## config.mk

```make
export PLATFORM = sky130hd
export DESIGN_NAME = textrow_fetch
export DESIGN_NICKNAME = d
export VERILOG_FILES = /design/src/rtl/textrow_fetch.sv
export SDC_FILE = /design/constraint.sdc
export NUM_CORES = 1
export LEC_CHECK = 0
export ABC_AREA = 1
export CAP_MARGIN = 10
export CORE_UTILIZATION = 47
export CTS_BUF_LIST = sky130_fd_sc_hd__clkbuf_2
export DETAILED_ROUTE_END_ITERATION = 8
export GPL_TIMING_DRIVEN = 0
export PLACE_DENSITY = 0.82
export RECOVER_POWER = 100
export SLEW_MARGIN = 20
export SYNTH_ARGS = -nofsm -noshare
export SYNTH_HDL_FRONTEND = slang
export SYNTH_SLANG_ARGS = --single-unit
export TNS_END_PERCENT = 30
```

## constraint.sdc

```tcl
create_clock -name clk -period 2 [get_ports clk]
set_input_delay 0.4 -clock clk [delete_from_list [all_inputs] [get_ports clk]]
set_output_delay 0.4 -clock clk [all_outputs]
set_load 0.1 [all_outputs]
```

## src/rtl/textrow_fetch.sv

```systemverilog
// Fetches one text row of attribute/code words into a double-buffered row buffer.
// Optional TEXTROW_FETCH_TIMEOUT_EN substitutes 16'h0000 for words whose ack never arrives.
module textrow_fetch #(
    parameter int COLS       = 100,
    parameter int ROW_STRIDE = 128
) (
    input  logic        clk,
    input  logic        rst,
    input  logic        start,
    input  logic [5:0]  row_index,
    output logic        mem_req,
    output logic [11:0] mem_addr,
    input  logic        mem_ack,
    input  logic [15:0] mem_data,
    output logic        wr,
    output logic [7:0]  wr_addr,
    output logic [15:0] wr_data,
    output logic        bank,
    output logic        busy,
    output logic        done,
`ifdef TEXTROW_FETCH_TIMEOUT_EN
    output logic        timeout,
`endif
    output logic        overrun
);

    typedef enum logic [1:0] {IDLE, REQ, WRITE} state_t;

    localparam logic [6:0] LAST_COL = 7'(COLS - 1);

    state_t      state;
    logic [11:0] base;
    logic [6:0]  col;
    logic [6:0]  col_next;
    logic [11:0] base_new;
    logic        take;
    logic [15:0] take_data;

    assign base_new = 12'(int'(row_index) * ROW_STRIDE);
    assign col_next = col + 7'd1;

`ifdef TEXTROW_FETCH_TIMEOUT_EN
    logic [3:0] tcnt;
    logic       tmo_hit;

    // 15th unacknowledged REQ cycle: give up on this word and write zero.
    assign tmo_hit = (state == REQ) && !mem_ack && (tcnt == 4'd14);

    always_comb begin
        take      = mem_ack | tmo_hit;
        take_data = mem_ack ? mem_data : 16'h0000;
    end

    always_ff @(posedge clk or posedge rst) begin
        if (rst) begin
            tcnt    <= 4'd0;
            timeout <= 1'b0;
        end else begin
            if (state != REQ || take) tcnt <= 4'd0;
            else                      tcnt <= tcnt + 4'd1;
            if (tmo_hit) timeout <= 1'b1;
        end
    end
`else
    always_comb begin
        take      = mem_ack;
        take_data = mem_data;
    end
`endif

    always_ff @(posedge clk or posedge rst) begin
        if (rst) begin
            state    <= IDLE;
            base     <= 12'd0;
            col      <= 7'd0;
            mem_req  <= 1'b0;
            mem_addr <= 12'd0;
            wr       <= 1'b1;
            wr_addr  <= 8'd0;
            wr_data  <= 16'd0;
            bank     <= 1'b0;
            busy     <= 1'b0;
            done     <= 1'b0;
            overrun  <= 1'b0;
        end else begin
            done <= 1'b0;
            if (start && state != IDLE) overrun <= 1'b1;
            case (state)
                IDLE: if (start) begin
                    base     <= base_new;
                    col      <= 7'd0;
                    mem_addr <= base_new;
                    mem_req  <= 1'b1;
                    busy     <= 1'b1;
                    state    <= REQ;
                end
                REQ: if (take) begin
                    wr_data <= take_data;
                    mem_req <= 1'b0;
                    wr      <= 1'b0;
                    wr_addr <= {~bank, col};
                    state   <= WRITE;
                end
                WRITE: begin
                    wr <= 1'b1;
                    if (col == LAST_COL) begin
                        state <= IDLE;
                        done  <= 1'b1;
                        busy  <= 1'b0;
                        bank  <= ~bank;
                    end else begin
                        col      <= col_next;
                        mem_addr <= base + 12'(col_next);
                        mem_req  <= 1'b1;
                        state    <= REQ;
                    end
                end
                default: state <= IDLE;
            endcase
        end
    end

endmodule

```

==> metrics.md <==
| Metric | Value |
|---|---|
| Outcome | `finished, final reports clean` |
| Routed WL | `4.306 mm` |
| Die footprint | `4587 um^2` |
| Area contributors post-synth | `dfrtp_1 59%, nand2_1 18%, o21ai_0 5.4%` |
| Clock skew | `0.02360 ns` |
| Clock Tree Root | `clkbuf_2` |
| CP Launch Type | `flop` |
| Multi-input logic area | `660.6 um^2` |
| Syn Nets | `262` |
| Routed vias | `1747` |
| Synth area leader | `dfrtp_1` |
| Final period util | `0.9562` |
| Postcts setup bufs | `0` |
| 1st-iter DRT viols | `96` |
| CP Cell Sequence | `clkdlybuf4s18_2` |
| Delay-heaviest family, CP | `flip-flops` |
| Number of synthesized register bits | `49` |
| Post-CTS Resized | `125` |
| CTS tree | `built` |
| CP peak stage delay | `0.58 ns` |
| Worst-Skew Late Latency | `0.40 ns` |
| Global-route wire length before repair | `6.865 mm` |
| Die W | `67.73 um` |
| Worst path depth | `1` |
| CP max FO | `2` |
| Input/output buffers | `66` |
| Share of cells above drive strength 1 | `0.1774` |
| Final Max Tran Viols | `0` |
| # diodes | `0` |
| Hold Buf Count CTS | `0` |
| Warnings, synthesis | `0` |
| Vias per cell | `4.853` |
| Setup violations, final | `0` |
| Relative slew slack | `0.4584` |
| Count of different cell masters after synthesis | `23` |
| Die Span Y | `67.73 um` |
| Setup Crit Path Kind | `reg2out` |
| Num ports | `68` |
| Syn Area/Cell | `8.641 um^2` |
| Initial antenna violation count | `0` |
| Max clock buf depth | `2` |
| Post-layout util | `0.6895` |
| Gp weighted congestion | `0.8638` |
| R2R depth | `5` |
| Drt wl/cell | `11.96 um` |
| Unrepaired setup endpoints after global routing | `no` |
| FF+latch area | `1229 um^2` |
| H-tree levels | `2` |
| CP arrival | `1.51 ns` |
| Fill cells | `344` |
| Row count | `23` |
| CORE AREA | `4086 um^2` |
| Top-area cell type share of the netlist area | `0.5915` |
| CTS Sinks | `49` |
| DRC | `0` |
| Nets@finish | `336` |
| Worst Path Required | `1.60 ns` |
| Sequential area share after synthesis | `0.6044` |
| Area added between synthesis and finish | `38.76%` |
| Slowest stage cell, crit path | `dfstp_2` |
| Starting Density | `0.4969` |
| Critical path capture point type | `output port` |
| Drt pass-1 iters | `4` |
| Max Fclk | `522.9 MHz` |
| Clock slew seen by the registers of the worst setup and hold paths | `0.24 ns` |
| Num CTS Buffers | `5` |
| Gr ovfl total | `0` |
| Path type of the worst min-delay path | `in2async` |
| Fin crit period | `1.912 ns` |
| Worst slew pin tran | `0.8124 ns` |
| Mapped cell area | `2031 um^2` |
| Largest net degree at the start of global routing | `34` |
| Vias in the first global route | `1580` |
| Post-route ant nets | `0` |
| Global-route usage over all layers | `0.2043` |
| Fin. Hold Viols | `0` |
| Post-Synthesis Cells | `235` |
| MaxCap Viol Count | `0` |
| Crit path buffers/inverters | `1` |
| HPWL Detailed | `3.124 mm` |
-- cells in the final DEF, fill, tap and decap left out, types with 2 or more instances in the layout --
cell type        instances
inv_1                   22
dfrtp_1                 47
o21ai_0                 25
clkdlybuf4s15_2         40
nand3_1                 12
nor2_1                  10
o21ai_1                  2
clkbuf_1                 6
clkbuf_2                 9
clkdlybuf4s50_1         23
nand2_1                100
-- through the flow --
step	worst slack, ns	instances	area (um^2)	setup TNS [ns]	hold WS [ns]
2_1_floorplan	0.003491	235	2032	0	0.4863
6_report	0.08764	360	2818	0	0.4630
4_1_cts	-0.07711	360	2868	-0.07711	0.2321
5_1_grt	0.006833	360	2818	0	0.4554
3_5_place_dp	-0.05793	352	2775	-0.1009	0.4577
3_3_place_gp	-0.6303	351	2755	-23.42	0.4513
-- Yosys cell counts --
cell type / n
buf_2: 3
nand2_2: 1
buf_6: 1
buf_4: 1
nor2_1: 10
nand3_2: 1
nand2_4: 1
o21ai_1: 5
dfstp_2: 1
o21bai_1: 1
inv_1: 19
nand4_1: 1
o21ai_0: 22
inv_2: 4
a21oi_1: 1
o21ai_2: 1
nand2_1: 98
nand3_1: 11
o31ai_1: 1
clkbuf_1: 2
dfrtp_1: 48
ha_1: 1
nor3_1: 1
-- cell type report --
class / count / share of cell area
Sequential cell: 49 / 0.4361
Timing Repair Buffer: 67 / 0.2522
Multi-Input combinational cell: 156 / 0.2345
Inverter: 23 / 0.03064
Tap cell: 50 / 0.02220
Clock buffer: 6 / 0.01066
Buffer: 7 / 0.009769
Clock inverter: 2 / 0.003996
-- registers in the layout (all words and copies together) (netlist names) --
register  count
mem_addr     12
base          5
wr_data      16
overrun       1
mem_req       1
busy          1
done          1
wr_addr       8
wr            1
bank          1
state         2
-- path summary, 6_finish.rpt --
path | from | endpoint | slack (ns)
hold / removal | rst | wr_data[12]$_DFFE_PP0P_ | 0.46
max in group asynchronous | rst | mem_addr[1]$_DFFE_PP0P_ | 0.30
setup / recovery | wr$_DFFE_PP1P_ | wr | 0.09
setup reg to reg | state[0]$_DFFE_PP0P_ | wr_data[3]$_DFFE_PP0P_ | 0.27
min in group clk | wr$_DFFE_PP1P_ | wr$_DFFE_PP1P_ | 0.48
hold reg to reg | wr$_DFFE_PP1P_ | wr$_DFFE_PP1P_ | 0.48
-- kinds of logic after synthesis --
family	synth area share
buffers and inverters	0.06285
adders and majority gates	0.006160
DFF	0.6044
AOI/OAI and AO/OA	0.08072
and+or+nand+nor	0.2458
-- routing by layer --
metal	part of all wire	wire length [um]	up-vias	track usage
met5	0	0	-	0
met3	0.042	182	2	0.04561
met2	0.50	2132	47	0.3465
met1	0.46	1972	821	0.2549
met4	0.0044	19	0	0.06915
li1	-	-	877	-
Power is left out: the tool's default activity adds up to more than one toggle a clock period on the data nets, which glitch-free logic cannot reach.
